### src/rtl/frame_tx_encoder_pkg.sv
// ---------------------------------------------------------------------------
// frame_tx_encoder_pkg
//   Shared definitions for the response-frame encoder. The SOF/EOF framing
//   bytes are the same values the command frame receiver looks for.
//
//   Contents:
//     data_t          8-bit byte type
//     frame_state_e   encoder FSM state encoding
//     SOF_BYTE/EOF_BYTE framing constants
//     len_byte()      LEN field value for a given payload count
//     is_byte_state() true in states that put a byte on the UART
// ---------------------------------------------------------------------------
package frame_tx_encoder_pkg;

  localparam int MAX_PAYLOAD_DEF = 16;
  localparam int LEN_W_DEF       = 5;

  typedef logic [7:0] data_t;

  localparam data_t SOF_BYTE = 8'hFE;
  localparam data_t EOF_BYTE = 8'hEF;

  typedef enum logic [3:0] {
    ST_IDLE,
    ST_SOF,
    ST_LEN,
    ST_CMD,
    ST_FETCH,
    ST_WAIT_DATA,
    ST_PAYLOAD,
    ST_EOF,
    ST_DONE
  } frame_state_e;

  // LEN counts everything after itself: CMD, the payload and EOF.
  function automatic data_t len_byte(input data_t payload_count);
    return payload_count + 8'd2;
  endfunction

  function automatic logic is_byte_state(input frame_state_e s);
    return (s == ST_SOF) || (s == ST_LEN) || (s == ST_CMD) ||
           (s == ST_PAYLOAD) || (s == ST_EOF);
  endfunction

endpackage

### src/rtl/frame_tx_encoder_if.sv
// ---------------------------------------------------------------------------
// frame_tx_encoder_if
//   Bundles the three handshakes around the encoder:
//     request side : req_valid, req_ready, req_cmd, req_len
//     result FIFO  : fifo_rd_en, fifo_data, fifo_empty
//     UART TX core : tx_ready, tx_send, tx_data
//     status       : busy, done, err
//   master : the surroundings (processor, FIFO, UART, or a bench)
//   slave  : the encoder itself
// ---------------------------------------------------------------------------
interface frame_tx_encoder_if #(
  parameter int LEN_W = 5
);
  import frame_tx_encoder_pkg::*;

  logic             req_valid;
  logic             req_ready;
  data_t            req_cmd;
  logic [LEN_W-1:0] req_len;

  logic             fifo_rd_en;
  data_t            fifo_data;
  logic             fifo_empty;

  logic             tx_ready;
  logic             tx_send;
  data_t            tx_data;

  logic             busy;
  logic             done;
  logic             err;

  modport master (
    output req_valid, req_cmd, req_len,
    output fifo_data, fifo_empty,
    output tx_ready,
    input  req_ready, fifo_rd_en, tx_send, tx_data, busy, done, err
  );

  modport slave (
    input  req_valid, req_cmd, req_len,
    input  fifo_data, fifo_empty,
    input  tx_ready,
    output req_ready, fifo_rd_en, tx_send, tx_data, busy, done, err
  );

endinterface

### src/rtl/frame_tx_encoder_tx_byte_issuer.sv
// ---------------------------------------------------------------------------
// frame_tx_encoder_tx_byte_issuer
//   Hands one byte at a time to the UART TX core.
//
//   Sequence per byte:
//     READY : issue_i && tx_ready_i -> latch byte, raise tx_send next cycle
//     SEND  : tx_send_o high for exactly one cycle
//     GUARD : tx_ready_i ignored while the UART drops it; byte_accepted_o
//             is high here so the FSM advances at the end of this cycle
//
//   Ports:
//     clk, rst          system clock, async active-low reset
//     issue_i           FSM is in a byte-sending state
//     byte_i            byte to send (sampled when the send is launched)
//     tx_ready_i        UART idle
//     tx_send_o         one-cycle send strobe
//     tx_data_o         byte on the UART bus, held until the next send
//     byte_accepted_o   one-cycle pulse, byte handed over
// ---------------------------------------------------------------------------
module frame_tx_encoder_tx_byte_issuer
  import frame_tx_encoder_pkg::*;
(
  input  logic  clk,
  input  logic  rst,
  input  logic  issue_i,
  input  data_t byte_i,
  input  logic  tx_ready_i,
  output logic  tx_send_o,
  output data_t tx_data_o,
  output logic  byte_accepted_o
);

  logic  send_q, send_d;
  logic  guard_q, guard_d;
  data_t data_q, data_d;

  always_comb begin
    send_d  = 1'b0;
    guard_d = send_q;
    data_d  = data_q;
    // Neither the strobe cycle nor the guard cycle may launch a new byte,
    // which keeps at least two idle cycles between tx_send pulses.
    if (issue_i && tx_ready_i && !send_q && !guard_q) begin
      send_d = 1'b1;
      data_d = byte_i;
    end
  end

  always_ff @(posedge clk or negedge rst) begin
    if (!rst) begin
      send_q  <= 1'b0;
      guard_q <= 1'b0;
      data_q  <= '0;
    end else begin
      send_q  <= send_d;
      guard_q <= guard_d;
      data_q  <= data_d;
    end
  end

  assign tx_send_o       = send_q;
  assign tx_data_o       = data_q;
  assign byte_accepted_o = guard_q;

endmodule

### src/rtl/frame_tx_encoder.sv
// ---------------------------------------------------------------------------
// frame_tx_encoder
//   Builds a response frame  SOF, LEN, CMD, payload..., EOF  and feeds it
//   byte by byte to the UART TX core. CMD and the payload count come from
//   the processor; payload bytes are popped one at a time from the result
//   FIFO.
//
//   Parameters:
//     MAX_PAYLOAD  largest accepted payload count
//     LEN_W        width of req_len (must hold MAX_PAYLOAD)
//
//   Ports:
//     clk   system clock
//     rst   asynchronous active-low reset
//     bus   frame_tx_encoder_if.slave (request, FIFO, UART, status)
//
//   state     | meaning
//   ----------+------------------------------------------------------
//   IDLE      | req_ready=1, waiting for a request
//   SOF       | sending 8'hFE
//   LEN       | sending payload count + 2
//   CMD       | sending the latched command byte
//   FETCH     | waiting for a non-empty FIFO, then popping one byte
//   WAIT_DATA | waiting for the popped byte to appear on fifo_data
//   PAYLOAD   | sending the popped byte, counting down
//   EOF       | sending 8'hEF
//   DONE      | done pulse; back to IDLE next cycle
// ---------------------------------------------------------------------------
module frame_tx_encoder
  import frame_tx_encoder_pkg::*;
#(
  parameter int MAX_PAYLOAD = MAX_PAYLOAD_DEF,
  parameter int LEN_W       = LEN_W_DEF
) (
  input logic               clk,
  input logic               rst,
  frame_tx_encoder_if.slave bus
);

  frame_state_e     state_q;
  data_t            cmd_q;
  logic [LEN_W-1:0] len_q;
  logic [LEN_W-1:0] rem_q;
  data_t            pay_q;
  logic             req_ready_q;
  logic             busy_q;
  logic             done_q;
  logic             err_q;
  logic             rd_en_q;

  data_t            tx_byte;
  logic             issue;
  logic             byte_accepted;
  logic             tx_send;
  data_t            tx_data;

  assign issue = is_byte_state(state_q);

  always_comb begin
    tx_byte = SOF_BYTE;
    unique case (state_q)
      ST_LEN:     tx_byte = len_byte(data_t'(len_q));
      ST_CMD:     tx_byte = cmd_q;
      ST_PAYLOAD: tx_byte = pay_q;
      ST_EOF:     tx_byte = EOF_BYTE;
      default:    tx_byte = SOF_BYTE;
    endcase
  end

  frame_tx_encoder_tx_byte_issuer u_issuer (
    .clk             (clk),
    .rst             (rst),
    .issue_i         (issue),
    .byte_i          (tx_byte),
    .tx_ready_i      (bus.tx_ready),
    .tx_send_o       (tx_send),
    .tx_data_o       (tx_data),
    .byte_accepted_o (byte_accepted)
  );

  always_ff @(posedge clk or negedge rst) begin
    if (!rst) begin
      state_q     <= ST_IDLE;
      cmd_q       <= '0;
      len_q       <= '0;
      rem_q       <= '0;
      pay_q       <= '0;
      req_ready_q <= 1'b1;
      busy_q      <= 1'b0;
      done_q      <= 1'b0;
      err_q       <= 1'b0;
      rd_en_q     <= 1'b0;
    end else begin
      done_q  <= 1'b0;
      err_q   <= 1'b0;
      rd_en_q <= 1'b0;

      unique case (state_q)
        ST_IDLE: begin
          if (bus.req_valid) begin
            if (bus.req_len > LEN_W'(MAX_PAYLOAD)) begin
              err_q <= 1'b1;
            end else begin
              cmd_q       <= bus.req_cmd;
              len_q       <= bus.req_len;
              rem_q       <= bus.req_len;
              busy_q      <= 1'b1;
              req_ready_q <= 1'b0;
              state_q     <= ST_SOF;
            end
          end
        end

        ST_SOF: if (byte_accepted) state_q <= ST_LEN;

        ST_LEN: if (byte_accepted) state_q <= ST_CMD;

        ST_CMD: begin
          if (byte_accepted) begin
            state_q <= (len_q == '0) ? ST_EOF : ST_FETCH;
          end
        end

        ST_FETCH: begin
          if (!bus.fifo_empty) begin
            rd_en_q <= 1'b1;
            state_q <= ST_WAIT_DATA;
          end
        end

        // The pop strobe is registered, so it is still high during the
        // first WAIT_DATA cycle; the FIFO presents the byte one cycle
        // after that, once the strobe has dropped.
        ST_WAIT_DATA: begin
          if (!rd_en_q) begin
            pay_q   <= bus.fifo_data;
            state_q <= ST_PAYLOAD;
          end
        end

        ST_PAYLOAD: begin
          if (byte_accepted) begin
            rem_q   <= rem_q - LEN_W'(1);
            state_q <= (rem_q == LEN_W'(1)) ? ST_EOF : ST_FETCH;
          end
        end

        ST_EOF: begin
          if (byte_accepted) begin
            done_q  <= 1'b1;
            state_q <= ST_DONE;
          end
        end

        ST_DONE: begin
          busy_q      <= 1'b0;
          req_ready_q <= 1'b1;
          state_q     <= ST_IDLE;
        end

        default: state_q <= ST_IDLE;
      endcase
    end
  end

  assign bus.req_ready  = req_ready_q;
  assign bus.fifo_rd_en = rd_en_q;
  assign bus.tx_send    = tx_send;
  assign bus.tx_data    = tx_data;
  assign bus.busy       = busy_q;
  assign bus.done       = done_q;
  assign bus.err        = err_q;

endmodule
### src/flat_wrapper.sv
// flat-port wrapper written by rule: the top's interface ports become plain ports
module frame_tx_encoder_flat import frame_tx_encoder_pkg::*;
#(
  parameter int MAX_PAYLOAD = MAX_PAYLOAD_DEF,
  parameter int LEN_W       = LEN_W_DEF
)
  (clk, rst, bus_req_valid, bus_req_cmd, bus_req_len, bus_fifo_data, bus_fifo_empty, bus_tx_ready, bus_req_ready, bus_fifo_rd_en, bus_tx_send, bus_tx_data, bus_busy, bus_done, bus_err);
  frame_tx_encoder_if #(.LEN_W(LEN_W)) bus_i ();
  input logic clk;
  input logic rst;
  input wire logic [$bits(bus_i.req_valid)-1:0] bus_req_valid;
  input wire logic [$bits(bus_i.req_cmd)-1:0] bus_req_cmd;
  input wire logic [$bits(bus_i.req_len)-1:0] bus_req_len;
  input wire logic [$bits(bus_i.fifo_data)-1:0] bus_fifo_data;
  input wire logic [$bits(bus_i.fifo_empty)-1:0] bus_fifo_empty;
  input wire logic [$bits(bus_i.tx_ready)-1:0] bus_tx_ready;
  output wire logic [$bits(bus_i.req_ready)-1:0] bus_req_ready;
  output wire logic [$bits(bus_i.fifo_rd_en)-1:0] bus_fifo_rd_en;
  output wire logic [$bits(bus_i.tx_send)-1:0] bus_tx_send;
  output wire logic [$bits(bus_i.tx_data)-1:0] bus_tx_data;
  output wire logic [$bits(bus_i.busy)-1:0] bus_busy;
  output wire logic [$bits(bus_i.done)-1:0] bus_done;
  output wire logic [$bits(bus_i.err)-1:0] bus_err;
  assign bus_i.req_valid = bus_req_valid;
  assign bus_i.req_cmd = bus_req_cmd;
  assign bus_i.req_len = bus_req_len;
  assign bus_i.fifo_data = bus_fifo_data;
  assign bus_i.fifo_empty = bus_fifo_empty;
  assign bus_i.tx_ready = bus_tx_ready;
  assign bus_req_ready = bus_i.req_ready;
  assign bus_fifo_rd_en = bus_i.fifo_rd_en;
  assign bus_tx_send = bus_i.tx_send;
  assign bus_tx_data = bus_i.tx_data;
  assign bus_busy = bus_i.busy;
  assign bus_done = bus_i.done;
  assign bus_err = bus_i.err;
  frame_tx_encoder #(.MAX_PAYLOAD(MAX_PAYLOAD), .LEN_W(LEN_W)) u_core (.clk(clk), .rst(rst), .bus(bus_i));
endmodule
### config.mk
export PLATFORM = sky130hd
export DESIGN_NAME = frame_tx_encoder_flat
export DESIGN_NICKNAME = d
export VERILOG_FILES = /design/src/rtl/frame_tx_encoder_pkg.sv /design/src/rtl/frame_tx_encoder_if.sv /design/src/rtl/frame_tx_encoder_tx_byte_issuer.sv /design/src/rtl/frame_tx_encoder.sv /design/src/flat_wrapper.sv
export SDC_FILE = /design/constraint.sdc
export NUM_CORES = 1
export LEC_CHECK = 0
export ABC_AREA = 0
export CORE_MARGIN = 5
export CORE_UTILIZATION = 40
export CTS_CLUSTER_SIZE = 8
export DETAILED_ROUTE_END_ITERATION = 10
export PLACE_DENSITY = 0.63
export SLEW_MARGIN = 25
export SYNTH_ARGS = -nofsm -noshare
export SYNTH_HDL_FRONTEND = slang
export SYNTH_SLANG_ARGS = --single-unit
### constraint.sdc
create_clock -name clk -period 4.5 [get_ports clk]
set_input_delay 0.675 -clock clk [delete_from_list [all_inputs] [get_ports clk]]
set_output_delay 0.675 -clock clk [all_outputs]
set_load 0.1 [all_outputs]
Word-level counts from Yosys, hierarchy flattened:

Cells that the tools add are included.

* output and inout bits: 14
* flip-flop bits (word level): 45
* logic and storage cells: 85

* muxes and demuxes: 31
* add/sub/neg operators: 2
* eq/ne operators: 18
* magnitude comparators: 1
* reductions and logical operators: 18
* bitwise logic cells: 2

Operators with widths (number)
* 4-bit 2-to-1 mux: 9
* 4-bit case mux with 8 select lines: 1
* 8-bit case mux with 4 select lines: 1
* 2-bit inequality test (second input constant): 9
* 4-bit by 3-bit == test with 1-bit output (second input constant): 4
* 5-bit 2-to-1 mux: 3
* 1-bit 2-to-1 mux: 12
* 5-bit case mux with 2 select lines: 1
* 9-bit AND reduction: 1
* 4-bit by 2-bit == test with 1-bit output (second input constant): 2
* 5-bit by 2-bit adder with 6-bit output (second input constant): 1
* 3-bit AND reduction: 2
* 5-bit by 1-bit == test with 1-bit output (second input constant): 1
* 5-bit greater-than comparator (second input constant): 1
* 5-bit logical NOT: 1
* 5-bit by 1-bit subtractor with 5-bit output (second input constant): 1
* 4-bit by 1-bit == test with 1-bit output (second input constant): 1
* 4-bit == test (second input constant): 1
* 4-bit logical NOT: 1
* 1-bit logical OR: 4
* 2-bit 2-to-1 mux: 2
* 1-bit case mux with 2 select lines: 2
* 4-bit AND reduction: 1
* 2-bit nonzero test: 2
* 4 further kinds: 8

Logic depth before layout (Yosys ltp):

Gate-level depths: netlist of the first run.

* depth after elaboration: 9
* depth in mapped cells: 6

Hierarchy:

Synthesis of the first run repeated with hierarchy kept, for this count alone.

* cell total of the unflattened synthesis: 193
* area, all modules: 2307.2 µm²

By module, submodules not included
* frame_tx_encoder: instances 1, seq. area each 877.1 µm², area an instance 1913.1 µm², cells an instance 173
* frame_tx_encoder_tx_byte_issuer: instances 1, seq. area each 250.2 µm², area an instance 394.1 µm², cells an instance 20

Worst setup path before layout of the first run:

OpenSTA, ideal clock, no wires.

* path type: input-to-reg
* start point: in bus_req_len[3]
* end point: reg u_core.state_q[0]
* setup slack: 2.417 ns
* data required time: 4.379 ns
* arrival: 1.962 ns
* buffers on the path: 0
* cell stages on the path: 4
* cells stage by stage: or4_1 > o211a_1 > or3_4 > a22o_1

* cells in the longest elaborated chain, start to end: 3

Ends and longest elaborated chain
* start, declared: RTL line flat_wrapper.sv:13 `input wire logic [$bits(bus_i.req_len)-1:0] bus_req_len;`
* 5-bit greater-than comparator: RTL line frame_tx_encoder.sv:101 `if (bus.req_len > LEN_W'(MAX_PAYLOAD)) begin`
* 2-bit inequality test (no line)
* 9-bit AND reduction (no line)
* end signal, assigned: RTL line frame_tx_encoder.sv:120 `state_q <= (len_q == '0) ? ST_EOF : ST_FETCH;`
* end signal, assigned: RTL line frame_tx_encoder.sv:144 `state_q <= (rem_q == LEN_W'(1)) ? ST_EOF : ST_FETCH;`
* end, declared: RTL line frame_tx_encoder.sv:40 `frame_state_e state_q;`

Every way passes these cells.
A chain may end at the register's enable or synchronous reset.

Worst setup path after layout of the first run:

* start point: reg u_core.req_ready_q (netlist: u_core.bus.req_ready)
* end point: out bus_req_ready

RTL lines
* start, declared: RTL line frame_tx_encoder.sv:45 `logic req_ready_q;`
* start signal, assigned: RTL line frame_tx_encoder.sv:88 `req_ready_q <= 1'b1;`
* start signal, assigned: RTL line frame_tx_encoder.sv:108 `req_ready_q <= 1'b0;`
* start signal, assigned: RTL line frame_tx_encoder.sv:157 `req_ready_q <= 1'b1;`
* end, declared: RTL line flat_wrapper.sv:17 `output wire logic [$bits(bus_i.req_ready)-1:0] bus_req_ready;`

No word-level cell between the ends.

==> results of run 1 <==
==> worst reg2reg max path, stage by stage (launching register included) <==
cell and delay (ps):
dfrtp_1 610, nor4_1 580, nand3_2 520, mux2_1 500
==> sequential cells by signal (all words and copies together), names as in the netlist, 4 cells and up <==
name                       count
u_core.state_q                 4
u_core.cmd_q                   8
u_core.rem_q                   5
u_core.len_q                   5
u_core.pay_q                   8
u_core.u_issuer.tx_data_o      8
==> routing by layer <==
| metal | vias to the layer above | global-route usage (%) | routed length (µm) |
|---|---|---|---|
| met2 | 34 | 22.2 | 2210 |
| met5 | - | 0 | 0 |
| met1 | 782 | 18.9 | 2240 |
| li1 | 791 | - | - |
| met3 | 4 | 3.95 | 211 |
| met4 | 0 | 3.51 | 36 |
==> power by group <==
group          internal, mW  leakage, nW  switching, mW  total [mW]
Clock                 0.139       0.0542          0.133       0.271
Sequential            0.586        0.535          0.182       0.768
Combinational         0.356        0.512          0.586       0.942
==> placed cells by master, fill, tap and decap left out, types with 2 or more instances in the layout <==
master,count
o221a_2,3
a21o_1,2
a221oi_1,2
nor2_1,13
nor3_1,2
nand3_1,5
nor4_1,4
or3_1,2
nor2b_1,4
ha_1,3
nand2b_1,4
a22o_1,3
clkbuf_8,7
mux2_2,11
dfrtp_1,44
inv_1,7
mux2_1,9
a21oi_1,9
o21ai_0,11
clkdlybuf4s50_1,38
nand2_1,8
and4_1,2
a31oi_1,7
a22oi_1,4
==> path summary, 6_finish.rpt <==
| check | from | to | slack [ps] | depth (start not counted) |
|---|---|---|---|---|
| max in group asynchronous | rst | u_core.cmd_q[5] | 3750 | 1 |
| worst max register to register | u_core.state_q[0] | u_core.cmd_q[5] | 2180 | 3 |
| worst min register to register | u_core.u_issuer.tx_send_o | u_core.u_issuer.byte_accepted_o | 430 | 0 |
| worst max-delay path | u_core.bus.req_ready | bus_req_ready | 1860 | 1 |
| worst min-delay path | rst | u_core.bus.busy | 360 | 1 |
| min in group clk | u_core.u_issuer.tx_send_o | u_core.u_issuer.byte_accepted_o | 430 | 0 |
==> logic make-up (layout without fill, tap and decap cells) <==
group                      count (synthesis)  after routing  share of synthesized area [%]
and+or+nand+nor                           56             56                           15.2
AOI/OAI and AO/OA                         49             49                           15.8
DFF                                       45             45                           52.1
muxes                                     21             21                           10.9
buffers and inverters                     17             54                           3.47
adders and majority gates                  3              3                           1.74
xor gates and xnor gates                   2              2                          0.810
==> metrics by stage <==
step / cells / power, mW / hold WS [ps] / util [%] / setup WS, ps
2_1_floorplan: 193 / 1.48 / 379 / - / 2420
3_3_place_gp: 292 / 1.71 / 418 / 50.0 / 1640
3_5_place_dp: 292 / 1.72 / 415 / 50.1 / 1590
4_1_cts: 300 / 2.00 / 439 / 52.1 / 1850
5_1_grt: 300 / 2.12 / 411 / 52.3 / 1680
6_report: 300 / 1.98 / 361 / 52.3 / 1860
==> layout make-up <==
class                           instances  area (µm²)  share of cell area [%]
Clock buffer                            7        96.3                    3.56
Sequential cell                        45        1130                    41.7
Inverter                                7        26.3                   0.972
Multi-Input combinational cell        131         973                    36.0
Tap cell                               70        87.6                    3.24
Clock inverter                          1        5.00                   0.185
Timing Repair Buffer                   39         388                    14.3
==> results.yml, run 1 <==
synth:
  synth.distinct_cells: 49
  synthTopCellsByArea: "dfrtp_1, mux2_2, mux2_1"
  postSynthAreaPerCell_um2: 11.2
  synth_edf_count: 0
  seq_area_frac_synth_pct: 52.1
  syn_area_mm2: 0.00216
  ys_async_sr_fraction_pct: 100
  synth_commonest_cells: "dfrtp_1, nor2_1, mux2_2, o21ai_0"
  ys.flop_type: "dfrtp_1"
  synth_most_common_cell: "dfrtp_1"
  syn_inst: 193
  synth_top_area_cell: "dfrtp_1"
  synth_warnings: 0
  yosysTopAreaCellShare_pct: 50.9
  ys_ff_latch: 45
  syn_nets: 222
worst_setup_path:
  cp_slowest_cell: "clkdlybuf4s50_1"
  path_delay_family: "buffers and inverters"
  slowest_delay_ps: 1120
  worst_ep_required_time_ps: 3830
  critPathCaptureType: "primary output"
  critPathLaunchType: "register"
  crit_arrival_ps: 1960
  path_class: "register to primary output"
  critical_path_buf_inv_count: 1
  cp_cell_sequence: "clkdlybuf4s50_1"
  worstPathMaxFanout: 2
detailed_routing:
  drtAntennaViolNets: 0
  drt_iter0_drc: 47
  wl_mm: 4.70
  drt_first_pass_iters: 5
  wl_per_cell_um: 15.7
  viasPerCell: 5.37
  vias: 1611
  drc: 0
finish:
  diodes: 0
  syn_to_final_growth_pct: 25.0
  drive_gt1_share_pct: 13.5
  nFillCells: 481
  nNetsFinal: 258
  final_area_mm2: 0.00270
sta:
  min_period_ps: 2640
  setup-violations-final: 0
  tns_ps: 0
  slew_headroom_pct: 34.4
  finClkSkew_ps: 6.99
  tightest_slew_ps: 980
  max_freq_mhz: 379
  hold_viol: 0
  fin_crit_sh_pct: 58.6
  rsz0062_at_grt: "no"
  final_max_slew_viol_count: 0
pwr:
  p_leak_nw: 1.10
  power_density_mw_per_mm2: 733
  ir_drop_mv: 0.311
clock_network:
  cts_tree: "done"
  insertion_delay_ps: 290
  ctsHoldBuffers: 0
  cts_buffers: 5
  cts_max_level: 2
  path_clk_slew_ps: 90
  post_cts_resized: 0
  root_buffer: "clkbuf_8"
  clock_path_buffers: 2
  cts_setup_buffers: 0
  cts_sinks: 45
flow_run:
  cap_viol_max_count: 0
floorplan:
  dieWidth_um: 83.5
  dieArea_mm2: 0.00698
  start_util_pct: 41.8
  die_h_um: 83.5
  ios: 40
  num_rows: 26
  coreArea_mm2: 0.00517
min_path:
  worstHoldPathType: "input port to async pin"
global_route:
  first_global_vias: 1582
  grt.total_usage_pct: 14.0
  grt_antenna_before_repair: 0
  grt.overflow.total: 0
  grt_start_max_net_pins: 46
  grt_pass1_wl_mm: 7.93
placement:
  globalplace.congestion: 0.798
  port_buffers: 39
  dpl-instance-area_mm2: 0.00259
  dp.final_hpwl_mm: 3.39
status:
  outcome: "finished clean"
No activity file was read; power rests on OpenSTA's default activity.
==> run 2: changes to the inputs <==
PLACE_DENSITY = 0.65   (was 0.63)
clock period = 2.36 ns   (was 4.5 ns; I/O delays follow)
==> results.yml, run 2 (same netlist as run 1, synthesis figures left out) <==
status:
  outcome: "finished clean"
global_route:
  grt.total_usage_pct: 14.7
  grt_start_max_net_pins: 24
  grt.overflow.total: 0
  grt_pass1_wl_mm: 8.11
  grt_antenna_before_repair: 0
  first_global_vias: 1641
floorplan:
  coreArea_mm2: 0.00517
  ios: 40
  start_util_pct: 41.8
  die_h_um: 83.5
  dieArea_mm2: 0.00698
  num_rows: 26
  dieWidth_um: 83.5
sta:
  finClkSkew_ps: 8.88
  max_freq_mhz: 517
  min_period_ps: 1930
  fin_ws_ps: 426
  final_max_slew_viol_count: 0
  tightest_slew_ps: 551
  hold_viol: 0
  rsz0062_at_grt: "no"
  fin_crit_sh_pct: 81.9
  setup-violations-final: 0
  tns_ps: 0
  slew_headroom_pct: 63.3
clock_network:
  cts_sinks: 45
  cts_setup_buffers: 0
  clock_path_buffers: 2
  root_buffer: "clkbuf_8"
  ctsHoldBuffers: 0
  insertion_delay_ps: 300
  post_cts_resized: 0
  cts_tree: "done"
  path_clk_slew_ps: 90
  cts_max_level: 2
  cts_buffers: 5
worst_setup_path:
  critPathCaptureType: "register"
  critical_path_buf_inv_count: 1
  path_class: "input port to register"
  path_delay_family: "simple AND/OR/NAND/NOR gates"
  cp_cell_sequence: "clkdlybuf4s50_1, or4_1, o211a_1, or3_4, a22o_1"
  slowest_delay_ps: 540
  crit_arrival_ps: 2130
  critPathLaunchType: "input port"
  reg2reg_slack_ps: 450
  cp_slowest_cell: "or4_1"
  worst_ep_required_time_ps: 2560
  worstPathMaxFanout: 3
finish:
  drive_gt1_share_pct: 22.9
  diodes: 0
  layout_common_cells: "dfrtp_1, buf_4, clkdlybuf4s50_1"
  layout_commonest_cell: "dfrtp_1"
  instances_no_fill: 315
  syn_to_final_growth_pct: 27.6
  final_area_mm2: 0.00276
  nNetsFinal: 273
placement:
  dp_cells: 307
  pre_cts_slack_ps: 101
  dpl-instance-area_mm2: 0.00268
  port_buffers: 39
  dp.final_hpwl_mm: 3.63
  globalplace.congestion: 0.800
detailed_routing:
  wl_mm: 4.90
  drc: 0
  viasPerCell: 5.32
  vias: 1676
  drtAntennaViolNets: 0
  drt_iter0_drc: 80
  drt_first_pass_iters: 4
  wl_per_cell_um: 15.5
pwr:
  p_leak_nw: 1.17
  power_density_mw_per_mm2: 1370
  ir_drop_mv: 0.767
min_path:
  worstHoldPathType: "input port to async pin"
flow_run:
  cap_viol_max_count: 0
[run 2: cell count changes in the layout (fill, tap and decap cells not counted), sizes merged]
cell           change
clkdlybuf4s50     -14
buf               +29
clkinv             -1
clkinvlp           +1
[run 2: where the power goes]
part	total [mW]	switching (mW)	internal [mW]
Sequential	1.40	0.284	1.12
Clock	0.470	0.261	0.210
Combinational	1.92	1.20	0.718
Total	3.79	1.75	2.05
[run 2: routing by layer]
layer  global-route usage (%)  vias up  part of all wire [%]  routed length [µm]
li1                         -      822                     -                   -
met1                     18.8      812                    46                2230
met2                     23.3       35                    48                2360
met3                     3.55        7                   4.1                 203
met4                     7.02        0                   2.0                 100
met5                        0        -                     0                   0
[run 2: layout make-up]
class | instances | area, µm²
fill | 475 | 2410
sequential | 45 | 1130
multi-input combinational | 131 | 961
timing repair buffer | 54 | 475
tap | 70 | 87.6
clock buffer | 7 | 76.3
inverter | 7 | 26.3
clock inverter | 1 | 7.51
[run 2: worst register-to-register path: cells and delay by family, from the launching register on]
| family | cells | cell delay (ps) |
|---|---|---|
| DFF | 1 | 510 |
| and+or+nand+nor | 3 | 1160 |
| AOI/OAI and AO/OA | 1 | 130 |
[run 2: metrics by stage]
| step | hold WS (ps) | util [%] | total power, mW |
|---|---|---|---|
| after floorplan | 58.4 | - | 2.82 |
| after global placement | 381 | 51.8 | 3.32 |
| after detailed placement | 371 | 51.8 | 3.35 |
| after CTS | 38.8 | 53.4 | 3.82 |
| after global routing | 65.5 | 53.4 | 4.03 |
| final | 25.9 | 53.4 | 3.79 |
[run 2: path summary, 6_finish.rpt]
kind,startpoint,to,depth (start not counted)
setup / recovery,bus_req_len[3],u_core.state_q[0],5
hold reg to reg,u_core.u_issuer.tx_send_o,u_core.u_issuer.byte_accepted_o,0
hold / removal,rst,u_core.bus.err,1
setup reg to reg,u_core.state_q[3],u_core.rem_q[3],4
max in group asynchronous,rst,u_core.bus.req_ready,2
min in group clk,u_core.u_issuer.tx_send_o,u_core.u_issuer.byte_accepted_o,0
